===== config.mk =====
export PLATFORM = sky130hd
export DESIGN_NAME = raster_engine
export DESIGN_NICKNAME = d
export VERILOG_FILES = /design/src/rtl/raster_pkg.sv /design/src/rtl/raster_line_stepper.sv /design/src/rtl/raster_engine.sv
export SDC_FILE = /design/constraint.sdc
export NUM_CORES = 1
export LEC_CHECK = 0
export ABC_AREA = 1
export CORE_MARGIN = 5
export CORE_UTILIZATION = 35
export CTS_CLUSTER_SIZE = 12
export DETAILED_ROUTE_END_ITERATION = 7
export GPL_ROUTABILITY_DRIVEN = 0
export PLACE_DENSITY_LB_ADDON = 0.2
export SETUP_SLACK_MARGIN = 0.1
export SKIP_CTS_REPAIR_TIMING = 1
export SLEW_MARGIN = 10
export SYNTH_ARGS = -nofsm -noshare
export SYNTH_HDL_FRONTEND = slang
export SYNTH_HIERARCHICAL = 1
export SYNTH_SLANG_ARGS = --single-unit

===== constraint.sdc =====
create_clock -name clk -period 5.28 [get_ports clk]
set_input_delay 0.792 -clock clk [delete_from_list [all_inputs] [get_ports clk]]
set_output_delay 0.792 -clock clk [all_outputs]
set_load 0.1 [all_outputs]

===== src/rtl/raster_pkg.sv =====
// raster_pkg: opcodes and FSM state encoding shared by the raster engine files.
package raster_pkg;

  localparam logic [1:0] OP_CLEAR = 2'b00;
  localparam logic [1:0] OP_PIXEL = 2'b01;
  localparam logic [1:0] OP_LINE  = 2'b10;
  localparam logic [1:0] OP_RECT  = 2'b11;

  typedef enum logic [2:0] {
    S_IDLE,
    S_CLEAR,
    S_LINE,
    S_RECT,
    S_SCAN
  } raster_state_t;

endpackage


===== src/rtl/raster_line_stepper.sv =====
// raster_line_stepper: Bresenham error/step datapath; presents one line pixel per advance.
module raster_line_stepper #(
  parameter int XW = 3,
  parameter int YW = 3
) (
  input  logic          clk,
  input  logic          rst_n,
  input  logic          start,
  input  logic [XW-1:0] x1,
  input  logic [YW-1:0] y1,
  input  logic [XW-1:0] x2,
  input  logic [YW-1:0] y2,
  input  logic          advance,
  output logic [XW-1:0] x,
  output logic [YW-1:0] y,
  output logic          done
);

  localparam int EW = ((XW > YW) ? XW : YW) + 2;

  logic [XW-1:0]        x_end, adx;
  logic [YW-1:0]        y_end, ady;
  logic                 x_neg, y_neg;
  logic signed [EW-1:0] dx, dy, err, dx_in, dy_in, err_nxt;
  logic signed [EW:0]   e2, dx_w, dy_w;
  logic                 step_x, step_y;

  assign adx   = (x2 >= x1) ? (x2 - x1) : (x1 - x2);
  assign ady   = (y2 >= y1) ? (y2 - y1) : (y1 - y2);
  assign dx_in = $signed(EW'(adx));
  assign dy_in = -$signed(EW'(ady));

  // e2 is 2*err, compared against sign-extended dx/dy
  assign e2     = $signed({err, 1'b0});
  assign dx_w   = $signed({dx[EW-1], dx});
  assign dy_w   = $signed({dy[EW-1], dy});
  assign step_x = (e2 >= dy_w);
  assign step_y = (e2 <= dx_w);
  assign done   = (x == x_end) && (y == y_end);

  always_comb begin
    err_nxt = err;
    if (step_x) err_nxt = err_nxt + dy;
    if (step_y) err_nxt = err_nxt + dx;
  end

  always_ff @(posedge clk or negedge rst_n) begin
    if (!rst_n) begin
      x     <= '0;
      y     <= '0;
      x_end <= '0;
      y_end <= '0;
      x_neg <= 1'b0;
      y_neg <= 1'b0;
      dx    <= '0;
      dy    <= '0;
      err   <= '0;
    end else if (start) begin
      x     <= x1;
      y     <= y1;
      x_end <= x2;
      y_end <= y2;
      x_neg <= (x2 < x1);
      y_neg <= (y2 < y1);
      dx    <= dx_in;
      dy    <= dy_in;
      err   <= dx_in + dy_in;
    end else if (advance && !done) begin
      err <= err_nxt;
      if (step_x) x <= x_neg ? (x - XW'(1)) : (x + XW'(1));
      if (step_y) y <= y_neg ? (y - YW'(1)) : (y + YW'(1));
    end
  end

endmodule


===== src/rtl/raster_engine.sv =====
// raster_engine: command-driven rasterizer with on-chip frame buffer and row-major scan-out.
// Define RASTER_BRESENHAM_EN for Bresenham LINE; otherwise LINE plots only its two endpoints.
module raster_engine
  import raster_pkg::*;
#(
  parameter int W_LOG2   = 3,
  parameter int H_LOG2   = 3,
  parameter int PIX_BITS = 4
) (
  input  logic                clk,
  input  logic                rst_n,
  input  logic                cmd_valid,
  output logic                cmd_ready,
  input  logic [1:0]          cmd_op,
  input  logic [W_LOG2-1:0]   cmd_x1,
  input  logic [W_LOG2-1:0]   cmd_x2,
  input  logic [H_LOG2-1:0]   cmd_y1,
  input  logic [H_LOG2-1:0]   cmd_y2,
  input  logic [W_LOG2:0]     cmd_w,
  input  logic [H_LOG2:0]     cmd_h,
  input  logic [PIX_BITS-1:0] cmd_color,
  output logic                pix_valid,
  input  logic                pix_ready,
  output logic [PIX_BITS-1:0] pix_data,
  output logic                frame_sync,
  output logic                pix_last,
  output logic                busy
);

  localparam int W    = 1 << W_LOG2;
  localparam int H    = 1 << H_LOG2;
  localparam int AW   = W_LOG2 + H_LOG2;
  localparam int NPIX = W * H;

  raster_state_t state, state_nxt;

  logic [PIX_BITS-1:0] fb [NPIX];
  logic [W_LOG2-1:0]   rect_x0, cx;
  logic [H_LOG2-1:0]   cy;
  logic [PIX_BITS-1:0] r_color;
  logic [W_LOG2:0]     rx_end;
  logic [H_LOG2:0]     ry_end;
  logic                rect_empty;
  logic [AW-1:0]       scan_idx, scan_nxt;

  logic                wr_pix, wr_row;
  logic [W_LOG2-1:0]   wr_x;
  logic [H_LOG2-1:0]   wr_y;
  logic [PIX_BITS-1:0] wr_color, fb_first;

  logic                accept, rect_col_last, rect_row_last;
  logic [W_LOG2+1:0]   x_sum;
  logic [H_LOG2+1:0]   y_sum;

  assign cmd_ready = (state == S_IDLE);
  assign busy      = (state != S_IDLE);
  assign pix_valid = (state == S_SCAN);
  assign accept    = cmd_valid && cmd_ready;
  assign x_sum     = (W_LOG2+2)'(cmd_x1) + (W_LOG2+2)'(cmd_w);
  assign y_sum     = (H_LOG2+2)'(cmd_y1) + (H_LOG2+2)'(cmd_h);
  assign scan_nxt  = scan_idx + AW'(1);

  assign rect_col_last = (({1'b0, cx} + (W_LOG2+1)'(1)) == rx_end);
  assign rect_row_last = (({1'b0, cy} + (H_LOG2+1)'(1)) == ry_end);

`ifdef RASTER_BRESENHAM_EN
  logic              line_start, line_adv, line_done;
  logic [W_LOG2-1:0] line_x;
  logic [H_LOG2-1:0] line_y;

  assign line_start = accept && (cmd_op == OP_LINE);
  assign line_adv   = (state == S_LINE);

  raster_line_stepper #(
    .XW(W_LOG2),
    .YW(H_LOG2)
  ) u_stepper (
    .clk    (clk),
    .rst_n  (rst_n),
    .start  (line_start),
    .x1     (cmd_x1),
    .y1     (cmd_y1),
    .x2     (cmd_x2),
    .y2     (cmd_y2),
    .advance(line_adv),
    .x      (line_x),
    .y      (line_y),
    .done   (line_done)
  );
`else
  logic [W_LOG2-1:0] r_x2;
  logic [H_LOG2-1:0] r_y2;
  logic              line_phase;
`endif

  always_ff @(posedge clk or negedge rst_n) begin
    if (!rst_n) state <= S_IDLE;
    else        state <= state_nxt;
  end

  always_comb begin
    state_nxt = state;
    wr_pix    = 1'b0;
    wr_row    = 1'b0;
    wr_x      = cx;
    wr_y      = cy;
    wr_color  = r_color;
    case (state)
      S_IDLE: begin
        if (cmd_valid) begin
          case (cmd_op)
            OP_CLEAR: state_nxt = S_CLEAR;
            OP_PIXEL: begin
              wr_pix    = 1'b1;
              wr_x      = cmd_x1;
              wr_y      = cmd_y1;
              wr_color  = cmd_color;
              state_nxt = S_SCAN;
            end
            OP_LINE:  state_nxt = S_LINE;
            default:  state_nxt = S_RECT;
          endcase
        end
      end
      S_CLEAR: begin
        wr_row = 1'b1;
        if (cy == H_LOG2'(H - 1)) state_nxt = S_SCAN;
      end
      S_LINE: begin
        wr_pix = 1'b1;
`ifdef RASTER_BRESENHAM_EN
        wr_x = line_x;
        wr_y = line_y;
        if (line_done) state_nxt = S_SCAN;
`else
        if (line_phase) begin
          wr_x      = r_x2;
          wr_y      = r_y2;
          state_nxt = S_SCAN;
        end
`endif
      end
      S_RECT: begin
        if (rect_empty) begin
          state_nxt = S_SCAN;
        end else begin
          wr_pix = 1'b1;
          if (rect_col_last && rect_row_last) state_nxt = S_SCAN;
        end
      end
      S_SCAN: begin
        if (pix_ready && pix_last) state_nxt = S_IDLE;
      end
      default: state_nxt = S_IDLE;
    endcase
  end

  always_ff @(posedge clk or negedge rst_n) begin
    if (!rst_n) begin
      r_color    <= '0;
      rect_x0    <= '0;
      cx         <= '0;
      cy         <= '0;
      rx_end     <= '0;
      ry_end     <= '0;
      rect_empty <= 1'b0;
`ifndef RASTER_BRESENHAM_EN
      r_x2       <= '0;
      r_y2       <= '0;
      line_phase <= 1'b0;
`endif
    end else if (accept) begin
      r_color    <= cmd_color;
      rect_x0    <= cmd_x1;
      cx         <= cmd_x1;
      cy         <= (cmd_op == OP_CLEAR) ? '0 : cmd_y1;
      // Clip end bounds once so clipped pixels never cost a cycle
      rx_end     <= (x_sum > (W_LOG2+2)'(W)) ? (W_LOG2+1)'(W) : x_sum[W_LOG2:0];
      ry_end     <= (y_sum > (H_LOG2+2)'(H)) ? (H_LOG2+1)'(H) : y_sum[H_LOG2:0];
      rect_empty <= (cmd_w == '0) || (cmd_h == '0);
`ifndef RASTER_BRESENHAM_EN
      r_x2       <= cmd_x2;
      r_y2       <= cmd_y2;
      line_phase <= 1'b0;
`endif
    end else begin
      case (state)
        S_CLEAR: cy <= cy + H_LOG2'(1);
        S_RECT: begin
          if (!rect_empty) begin
            if (rect_col_last) begin
              cx <= rect_x0;
              cy <= cy + H_LOG2'(1);
            end else begin
              cx <= cx + W_LOG2'(1);
            end
          end
        end
`ifndef RASTER_BRESENHAM_EN
        S_LINE: line_phase <= 1'b1;
`endif
        default: ;
      endcase
    end
  end

  always_ff @(posedge clk or negedge rst_n) begin
    if (!rst_n) begin
      for (int unsigned i = 0; i < NPIX; i++) fb[i] <= '0;
    end else begin
      if (wr_row)
        for (int unsigned i = 0; i < W; i++) fb[{wr_y, W_LOG2'(i)}] <= wr_color;
      if (wr_pix) fb[{wr_y, wr_x}] <= wr_color;
    end
  end

  // Beat 0 is loaded on the same edge as the final write, so forward that write
  always_comb begin
    fb_first = fb[0];
    if ((wr_row || (wr_pix && wr_x == '0)) && wr_y == '0) fb_first = wr_color;
  end

  always_ff @(posedge clk or negedge rst_n) begin
    if (!rst_n) begin
      scan_idx   <= '0;
      pix_data   <= '0;
      frame_sync <= 1'b0;
      pix_last   <= 1'b0;
    end else if (state != S_SCAN && state_nxt == S_SCAN) begin
      scan_idx   <= '0;
      pix_data   <= fb_first;
      frame_sync <= 1'b1;
      pix_last   <= (NPIX == 1);
    end else if (state == S_SCAN && pix_ready) begin
      if (pix_last) begin
        pix_data   <= '0;
        frame_sync <= 1'b0;
        pix_last   <= 1'b0;
      end else begin
        scan_idx   <= scan_nxt;
        pix_data   <= fb[scan_nxt];
        frame_sync <= 1'b0;
        pix_last   <= (scan_nxt == '1);
      end
    end
  end

endmodule


Word level (Yosys, flattened, before mapping):

Cells that the tools add are included.
W data, S select, Z words.

* memories: 0
* ROM bits: 0
* register bits: 300
* bits in latches: 0
* word-level logic and storage cells: 246
* memory bits (writable): 0
* bits of input ports: 30

* equal/unequal tests: 16
* bitwise gates (word level): 10
* div/mod/pow operators: 0
* $mul: 0
* add/subtract/negate cells: 7
* multiplexer cells: 81
* magnitude comparators: 21
* reductions and logical operators: 32
* shift operators: 0

Operators with widths (count)
* $bwmux W256: 9
* $mux W256: 2
* $demux W4 S6: 9
* $mux W4: 20
* $ge A7 B7 Y1 const B: 10
* $not A6 Y7: 10
* $lt A7 B1 Y1 const B: 9
* $mux W3: 20
* $bmux W4 S6: 1
* $mux W6: 3
* $pmux W3 S2: 3
* $logic_and A1 B1 Y1: 16
* $pmux W3 S5: 1
* $mux W1: 11
* $add A3 B4 Y5: 2
* $gt A5 B4 Y1 const B: 2
* $eq A3 B3 Y1 const B: 3
* $logic_not A3 Y1: 3
* $ne A3 B3 Y1 const B: 3
* $pmux W3 S3: 1
* $add A3 B1 Y4 const B: 2
* $eq A4 B4 Y1: 2
* $logic_not A4 Y1: 2
* $add A3 B1 Y3 const B: 2
* 14 further kinds: 21

Longest topological paths before layout:

Gate-level depths: netlist of the first run.

* depth after elaboration: 20
* depth in mapped cells: 19

Least setup slack after synthesis of the first run:

No wires, ideal clock.

* kind: reg-to-reg
* start: register scan_idx[0]
* end: register pix_data[3]
* path buffers: 6
* arrival time: 2613 ps
* cell stages (with the launch flop): 17
* path slack: 2597 ps
* library setup time: 70 ps
* cells stage by stage: dfrtp_1 > inv_1 > clkbuf_1 > buf_2 > buf_2 > ha_1 > buf_2 > buf_1 > clkbuf_1 > o21ai_0 > o221ai_1 > nand3_1 > nand3_1 > nand4_1 > nand2_1 > inv_1 > nand3_1

* longest elaborated chain between the ends: 8

RTL lines
* from (decl): line raster_engine.sv:44 `logic [AW-1:0] scan_idx, scan_nxt;`
* from (signal assigned): line raster_engine.sv:240 `scan_idx <= scan_nxt;`
* $add A6 B1 Y6: line raster_engine.sv:61 `assign scan_nxt = scan_idx + AW'(1);`
* $not A6 Y7 (implied by the code): line raster_engine.sv:241 `pix_data <= fb[scan_nxt];`
* $bmux W4 S6: line raster_engine.sv:241
* $mux W4 (implied by the code) (2 in a row): line raster_engine.sv:241
* $mux W4: line raster_engine.sv:235 `if (pix_last) begin`
* $mux W4: line raster_engine.sv:234 `end else if (state == S_SCAN && pix_ready) begin`
* $mux W4: line raster_engine.sv:229 `end else if (state != S_SCAN && state_nxt == S_SCAN) begin`
* to (signal assigned): line raster_engine.sv:231 `pix_data <= fb_first;`
* to (signal assigned): line raster_engine.sv:241
* to (decl): line raster_engine.sv:24 `output logic [PIX_BITS-1:0] pix_data,`

No other way between the ends. The select of a mux whose other input is x is not followed.
A chain may end at the register's enable or synchronous reset.

Worst setup path after layout of the first run:

* start: input cmd_op[1]
* end: register fb[1] in the netlist's numbering

* longest elaborated chain between the ends: 20

RTL lines
* from (decl): line raster_engine.sv:14 `input logic [1:0] cmd_op,`
* $eq A2 B1 Y1 *: line raster_engine.sv:111 `case (cmd_op)`
* $mux W3: line raster_engine.sv:111
* $mux W3: line raster_engine.sv:110 `if (cmd_valid) begin`
* $pmux W3 S2: line raster_engine.sv:108 `case (state)`
* $not A6 Y7 (implied by the code): line raster_engine.sv:212 `for (int unsigned i = 0; i < W; i++) fb[{wr_y, W_LOG2'(i)}] <= wr_color;`
* $ge A7 B7 Y1 (implied by the code) / $lt A7 B1 Y1 (equally long branches): line raster_engine.sv:212
* $logic_and A1 B1 Y1 (implied by the code): line raster_engine.sv:212
* $mux W4 (implied by the code): line raster_engine.sv:212
* $demux W4 S6: line raster_engine.sv:212
* $bwmux W256 (8 in a row): line raster_engine.sv:212
* $mux W256: line raster_engine.sv:211 `if (wr_row)`
* $bwmux W256: line raster_engine.sv:213 `if (wr_pix) fb[{wr_y, wr_x}] <= wr_color;`
* $mux W256 *: line raster_engine.sv:213
* to (signal, indexed assignment): line raster_engine.sv:213
* to (decl): line raster_engine.sv:37 `logic [PIX_BITS-1:0] fb [NPIX];`

Every way passes the cells marked *; elsewhere a longest branch is shown, timed or not.

==> results of run 1 <==
-- stage by stage --
| stage | area, um2 | hold WS [ns] | util, % | total power [W] | instances |
|---|---|---|---|---|---|
| finish | 16800 | 0.305 | 40.9 | 0.0118 | 2422 |
| global route | 16800 | 0.370 | 40.9 | 0.0127 | 2422 |
| CTS | 16800 | 0.333 | 40.9 | 0.0119 | 2422 |
| detailed placement | 15600 | 0.465 | 37.9 | 0.00926 | 2358 |
| global placement | 15600 | 0.460 | 37.9 | 0.00920 | 2358 |
| floorplan | 14600 | 0.444 | - | 0.00733 | 1843 |
-- flip-flops by register name, summed over array words and instances, names as in the netlist --
name,flops
r_x2,3
r_color,4
rect_empty,1
state,3
line_phase,1
ry_end,4
cy,3
r_y2,3
frame_sync,1
pix_last,1
fb,256
rx_end,4
scan_idx,6
rect_x0,3
pix_data,4
cx,3
-- path summary, 6_finish.rpt --
| path | to | slack [ns] | cells after the start |
|---|---|---|---|
| min in group clk | fb[214] | 0.48 | 2 |
| max in group asynchronous | fb[31] | 3.68 | 2 |
| min reg2reg | fb[214] | 0.48 | 2 |
| max | fb[1] | 1.95 | 13 |
| max reg2reg | pix_data[0] | 2.00 | 14 |
| min | fb[93] | 0.31 | 1 |
-- critical path, delay by kind of cell --
kind | cells | cell delay (ns)
adder cells (fa/ha/maj) | 1 | 0.19
AND/OR/NAND/NOR | 7 | 1.09
AO/OA/AOI/OAI | 2 | 0.92
buffers and inverters | 3 | 0.68
-- cell usage after synthesis, types with 2 or more instances --
cell type    n  area share [%]
a211oi_1     2            0.10
a21oi_1     28            0.96
buf_1        5            0.13
buf_2       15            0.51
clkbuf_1    60             1.5
clkinv_1     2           0.051
dfrtp_1    300              51
fa_1         2            0.27
ha_1        15             1.3
inv_1      115             3.0
nand2_1    519              13
nand2_2      5            0.21
nand3_1    108             3.7
nand3_2      2            0.14
nand3b_1     2            0.10
nand4_1      5            0.21
nor2_1     177             4.5
nor2_2       4            0.17
nor2_4       5            0.39
o211ai_1    43             2.2
o21ai_0    358              12
o21ai_1     19            0.65
o21ai_2      4            0.24
o21ai_4      2            0.22
o221ai_1     7            0.42
o22ai_1     14            0.60
o31ai_1      2            0.10
xnor2_1      5            0.30
xor2_1       6            0.36
-- cell type report --
cell class	count	share of cell area, %
Sequential cell	300	44.7
Timing Repair Buffer	64	3.53
Inverter	119	2.69
Clock buffer	56	6.40
Clock inverter	8	0.878
Tap cell	532	3.96
Multi-Input combinational cell	1343	37.9
-- cells by family after synthesis --
family | count (synthesis) | synth area share [%]
AOI/OAI and AO/OA | 484 | 18.1
adders and majority gates | 17 | 1.56
DFF | 300 | 51.4
and+or+nand+nor | 831 | 23.0
xor gates and xnor gates | 11 | 0.659
buffers and inverters | 200 | 5.31
-- power groups by stage --
| stage | clock, W | combinational [W] | sequential (W) |
|---|---|---|---|
| 6_report | 0.00258 | 0.00549 | 0.00375 |
| 3_5_place_dp | 0 | 0.00550 | 0.00377 |
| 5_1_grt | 0.00273 | 0.00614 | 0.00386 |
| 2_1_floorplan | 0 | 0.00360 | 0.00373 |
| 4_1_cts | 0.00263 | 0.00551 | 0.00374 |
| 3_3_place_gp | 0 | 0.00545 | 0.00375 |
-- layer usage --
| layer | routed length, um | track usage (%) |
|---|---|---|
| met5 | 0 | 0 |
| met3 | 2170 | 2.87 |
| met4 | 1040 | 4.87 |
| met2 | 19600 | 29.6 |
| met1 | 21200 | 27.5 |
==> results.toml, run 1 <==
[final_layout]
syn2layout_area_growth_pct = 15.1
antenna_cells = 0
final_nets = 1911
regArea_um2 = 7510
multiInputGateArea_um2 = 6370
final_cell_mix = "nand2_1 (519), o21ai_0 (358), dfrtp_1 (299)"
fillers = 4307
layout-drive-gt1-share_pct = 6.14
layout_commonest_cell = "nand2_1"

[sta]
worst_slew_pin_slew_ns = 1.07
setup_ws_ns = 1.95
tns_ns = 0
hold_violations = 0
fmax_ghz = 0.301
skew_ns = 0.0139
slew_violations = 0
setup_violations = 0
timing.final.crit_share_pct = 63.0
rsz0062_at_grt = "no"
finalCriticalPeriod_ns = 3.33
relSlewSlack_pct = 28.3

[setup_path]
start_kind = "input pin"
critPathRequiredTime_ns = 5.65
cp_common_cell = "nand2_1"
cp.arrival_ns = 3.69
path_cells = "clkdlybuf4s50_1 > inv_1 > ha_1 > nand2_2 > inv_1 > nand2_1 > nand3_1 > nand3_2 > nand3_1 > o21ai_1 > nand2_1 > nand2_1 > o21ai_0"
cp_slowest_stage_delay_ns = 0.83
endpoint_kind = "register"
path_class = "input pin to register"
path_max_fanout = 10
crit_path_start = "cmd_op[1]"
r2r_start = "scan_idx[0]"
worst_path_max_delay_cell = "o21ai_1"

[pwr]
power_switching_w = 0.00543
powerDensity_nw_per_um2 = 702
p_leak_nw = 7.73
pwr-share-clk_pct = 21.8
vdd_drop_max_mv = 0.496
pwr-share-seq_pct = 31.7
intPower_w = 0.00639
pwr-share-comb_pct = 46.5
switching_share_pct = 46.0

[routing]
remaining_drc_errors = 0
vias = 12600
antenna_left = 0
drt_first_iter_violations = 1094
dr.pass1.iters = 5
totalWireLength_um = 44000
wire_per_inst_um = 18.2
via_per_inst = 5.20

[clocking]
clk_latency_ns = 0.52
cts_buffer_depth = 3
cts_buffers = 36
cts-root-buf = "clkbuf_16"
cts_tree = "built"
clk_pin_slew_worst_paths_ns = 0.06
htreeDepth = 2
clock-sinks = 300

[global_route]
grt_usage_pct = 18.9
grt_first_pass_wirelength_um = 70700
antenna_found_initial = 0
grt_overflow_total = 0
grt_pass1_vias = 12400
grt_max_degree = 133

[status]
status = "finished clean"

[placed_design]
dp_hpwl_um = 27400
io_buffers = 38
dp_worst_setup_slack_ns = 1.42

[synthesis]
synthCells = 1843
synth_ff_type = "dfrtp_1"
synth_edf_count = 0
synth.yosys.seq_area_share_pct = 51.4
yosysWarningCount = 6
ys_seq_elements = 300
yosysUniqueCellTypes = 41
syn_nets = 1890
avgSynthCellArea_um2 = 7.93
synthArstFlopShare_pct = 100
synth.cell_area_um2 = 14600

[die]
coreArea_um2 = 41100
die_y_um = 214
rows = 74
ios = 39
die_area_um2 = 46000
die_x_um = 214
start_util_pct = 35.6

[flow_run]
drv_cap = 0

[worst_hold_path]
min_path_type = "input pin to asynchronous set/reset pin"
Power figures use the tool's default switching activity.
==> inputs of run 2 (changes only) <==
==> constraint.sdc (replaced) <==
create_clock -name clk -period 3.3 [get_ports clk]
set_input_delay 0.495 -clock clk [delete_from_list [all_inputs] [get_ports clk]]
set_output_delay 0.495 -clock clk [all_outputs]
set_load 0.1 [all_outputs]
==> results.toml, run 2 (same netlist as run 1, synthesis figures left out) <==
[clocking]
cts_buffer_depth = 3
clock-sinks = 300
clk_pin_slew_worst_paths_ns = 0.06
cts_buffers = 36
htreeDepth = 2
clk_latency_ns = 0.52
cts_tree = "built"
cts-root-buf = "clkbuf_16"

[placed_design]
dp_hpwl_um = 28100
dp.cells = 2380
io_buffers = 38

[final_layout]
final_cell_mix = "nand2_1 (519), o21ai_0 (358), dfrtp_1 (299)"
reg.largest.list = "fb: 256 flops, scan_idx: 6 flops"
largest_reg_flops = 256
final_nets = 1934
final_cells = 2443
layout-drive-gt1-share_pct = 7.38
syn2layout_area_growth_pct = 16.6
fillers = 4238
layout_commonest_cell = "nand2_1"
antenna_cells = 0
final_util_pct = 41.4
regMostFlops = "fb"

[status]
status = "finished clean"

[sta]
skew_ns = 0.0144
slew_violations = 0
whs_ns = 0.477
tns_ns = 0
worst_slew_pin_slew_ns = 0.996
rsz0062_at_grt = "no"
timing.final.crit_share_pct = 83.2
relSlewSlack_pct = 33.4
fmax_ghz = 0.364
finalCriticalPeriod_ns = 2.75
setup_violations = 0
hold_violations = 0

[worst_hold_path]
min_path_type = "register to register"
min_delay_worst_endpoint = "rect_x0[0]"
holdPathStages = 2
hp-start = "rect_x0[0]"

[global_route]
grt_first_pass_wirelength_um = 70400
grt_pass1_vias = 12400
grt_max_degree = 130
antenna_found_initial = 0
grt_usage_pct = 18.8
grt_overflow_total = 0

[die]
ios = 39
start_util_pct = 35.6
die_y_um = 214
coreArea_um2 = 41100
die_area_um2 = 46000
die_x_um = 214
rows = 74

[routing]
met1_length_um = 21100
vias = 12700
dr.pass1.iters = 5
route.met2.wl_um = 19700
drt_first_iter_violations = 1136
wl_met3_um = 2150
via_per_inst = 5.19
wire_per_inst_um = 18.0
highest_layer = "met4"
remaining_drc_errors = 0
antenna_left = 0
totalWireLength_um = 44000

[setup_path]
r2r_end = "scan_idx[1]"
endpoint_kind = "register"
r2r_start = "cy[0]"
worst_r2r_path_depth = 11
path_cells = "ha_1 > ha_1 > xnor2_1 > nand3_1 > nor2_1 > nand2_1 > nand2_1 > and2_1 > nand3_1 > o21ai_0 > o22ai_1"
cp.arrival_ns = 3.11
worst_path_max_delay_cell = "dfrtp_1"
cp.depth = 11
cp_top_family = "simple AND/OR/NAND/NOR gates"
r2r_slack_ns = 0.55
critPathRequiredTime_ns = 3.67
cp_num_buf_inv = 0
path_max_fanout = 7
cp_slowest_stage_delay_ns = 0.45
start_kind = "register"
path_class = "register to register"

[pwr]
p_leak_nw = 7.86
vdd_drop_max_mv = 1.39
powerDensity_nw_per_um2 = 1120
p_total_w = 0.0191

[flow_run]
drv_cap = 0
-- run 2: cell types whose count changed in the layout (fill, tap and decap cells not counted), moves of 2 or more --
cell	previous run	this run
buf_12	1	12
clkdlybuf4s50_1	37	33
inv_6	2	0
buf_4	25	40
clkbuf_8	8	4
clkinv_2	3	8
-- run 2: area by class of cell --
type,instances,area [um2],area share (%)
inverter,119,453,2.66
tap,532,666,3.91
clock buffer,51,1020,5.98
sequential,300,7510,44.1
timing repair buffer,87,896,5.26
multi-input combinational,1343,6360,37.3
clock inverter,11,133,0.778
-- run 2: through the flow --
stage / setup WS, ns / cell area [um2]
floorplan: 0.617 / 14600
global placement: 0.298 / 15900
detailed placement: 0.245 / 15900
CTS: 0.595 / 17000
global route: 0.267 / 17000
finish: 0.555 / 17000
-- run 2: worst max path at each step --
stage	endpoint	from	slack [ns]
after floorplan	pix_data[3]	scan_idx[0]	0.62
after global placement	fb[19]	cmd_op[1]	0.30
after detailed placement	fb[176]	cmd_op[1]	0.24
after CTS	scan_idx[1]	cy[0]	0.59
after global routing	scan_idx[1]	cy[0]	0.27
final	scan_idx[1]	cy[0]	0.55
-- run 2: worst reg2reg max path, cell delays in order, from the launching register on --
cell	delay [ns]
dfrtp_1	0.45
ha_1	0.23
ha_1	0.31
xnor2_1	0.15
nand3_1	0.09
nor2_1	0.23
nand2_1	0.11
nand2_1	0.09
and2_1	0.20
nand3_1	0.25
o21ai_0	0.33
o22ai_1	0.15
-- run 2: report_power, final --
part	switching (W)	leakage, nW	internal [W]
combinational	0.00632	3.44	0.00284
clock	0.00155	0.566	0.00238
sequential	0.000821	3.86	0.00516
total	0.00869	7.86	0.0104
-- run 2: metal layers --
layer	GRT usage [%]	vias to the layer above
met5	0	-
met4	4.96	0
met3	2.88	68
met2	29.2	288
met1	27.4	6121
li1	-	6191
==> inputs of run 3 (changes only) <==
==> constraint.sdc (replaced) <==
create_clock -name clk -period 2.4 [get_ports clk]
set_input_delay 0.36 -clock clk [delete_from_list [all_inputs] [get_ports clk]]
set_output_delay 0.36 -clock clk [all_outputs]
set_load 0.1 [all_outputs]
==> results.toml, run 3 (same netlist as run 1, synthesis figures left out) <==
[status]
status = "finished clean"

[pwr]
p_leak_nw = 8.38
powerDensity_nw_per_um2 = 1550
vdd_drop_max_mv = 0.827

[die]
die_y_um = 214
rows = 74
start_util_pct = 35.6
die_area_um2 = 46000
ios = 39
die_x_um = 214
coreArea_um2 = 41100

[final_layout]
layout_commonest_cell = "nand2_1"
syn2layout_area_growth_pct = 24.2
reg.largest.list = "fb: 256 flops, scan_idx: 6 flops"
final_cell_mix = "nand2_1 (494), o21ai_0 (351), dfrtp_1 (297)"
final_nets = 2012
layout-drive-gt1-share_pct = 14.2
regMostFlops = "fb"
design_area_um2 = 18200
final_util_pct = 44.2
antenna_cells = 0
largest_reg_flops = 256

[flow_run]
drv_cap = 0

[setup_path]
r2r_slack_ns = 0.06
r2r_start = "scan_idx[0]"
path_class = "register to register"
path_max_fanout = 10
endpoint_kind = "register"
cp.arrival_ns = 2.74
crit_path_start = "scan_idx[0]"
critPathRequiredTime_ns = 2.80
start_kind = "register"
r2r_end = "pix_data[2]"
worst_r2r_path_depth = 12

[global_route]
grt_overflow_total = 0
antenna_found_initial = 0
grt_max_degree = 60
grt_usage_pct = 18.9
grt_pass1_vias = 12700
grt_first_pass_wirelength_um = 71100

[sta]
fmax_ghz = 0.428
worst_slew_pin_slew_ns = 0.518
setup_violations = 0
finalCriticalPeriod_ns = 2.34
hold_violations = 0
slew_violations = 0
tns_ns = 0
timing.final.crit_share_pct = 97.4
relSlewSlack_pct = 65.3
skew_ns = 0.0132
rsz0062_at_grt = "yes"

[worst_hold_path]
min_path_type = "input pin to asynchronous set/reset pin"

[routing]
vias = 12900
wire_per_inst_um = 17.7
remaining_drc_errors = 0
drt_first_iter_violations = 940
via_per_inst = 5.14
dr.pass1.iters = 5
antenna_left = 0
totalWireLength_um = 44600

[clocking]
cts_tree = "built"
cts_buffers = 35
clk_pin_slew_worst_paths_ns = 0.06
cts_buffer_depth = 3
clock-sinks = 300
clk_latency_ns = 0.52
cts-root-buf = "clkbuf_16"
htreeDepth = 2

[placed_design]
placed_area_um2 = 16600
dp_hpwl_um = 29100
io_buffers = 38
run 3: worst max-delay path by stage:
stage,slack [ns],endpoint
floorplan,0.10,pix_data[2]
global placement,-0.34,pix_data[1]
detailed placement,-0.38,fb[31]
CTS,0.007,pix_data[1]
global route,-0.08,pix_data[1]
finish,0.06,pix_data[2]
run 3: power by group:
| part | switching (W) | internal, W |
|---|---|---|
| clock network | 0.00209 | 0.00314 |
| logic | 0.00927 | 0.00537 |
| registers | 0.00114 | 0.00710 |
run 3: worst max-delay path, stage by stage (launching register included):
cell       delay [ns]
dfrtp_4          0.54
buf_6            0.15
ha_4             0.19
xnor2_4          0.17
buf_6            0.16
clkbuf_16        0.16
buf_6            0.12
o211ai_1         0.24
nand3_1          0.18
nand3_1          0.12
nand2_1          0.05
inv_1            0.07
nand3_1          0.07
run 3: layer usage:
layer,track usage (%),routed length [um]
met4,4.68,1170
met3,2.67,2300
met5,0,0
met1,27.7,21300
met2,29.7,19800
run 3: area by class of cell:
cell class              count  area (um2)
clock inverters             2        10.0
repair buffers            165        1780
fillers                  4187       22900
multi-input cells        1344        6600
clock buffers              57        1110
inverters                 119         474
well taps                 532         666
flip-flops and latches    300        7510
run 3: per-stage QoR:
| step | setup WS (ns) | hold slack (ns) | std cells | total power (W) |
|---|---|---|---|---|
| floorplan | 0.102 | 0.0644 | 1843 | 0.0163 |
| global placement | -0.336 | 0.337 | 2447 | 0.0219 |
| detailed placement | -0.379 | 0.341 | 2447 | 0.0220 |
| CTS | 0.00680 | -0.215 | 2506 | 0.0273 |
| global route | -0.0754 | 0.371 | 2519 | 0.0302 |
| finish | 0.0626 | 0.375 | 2519 | 0.0281 |
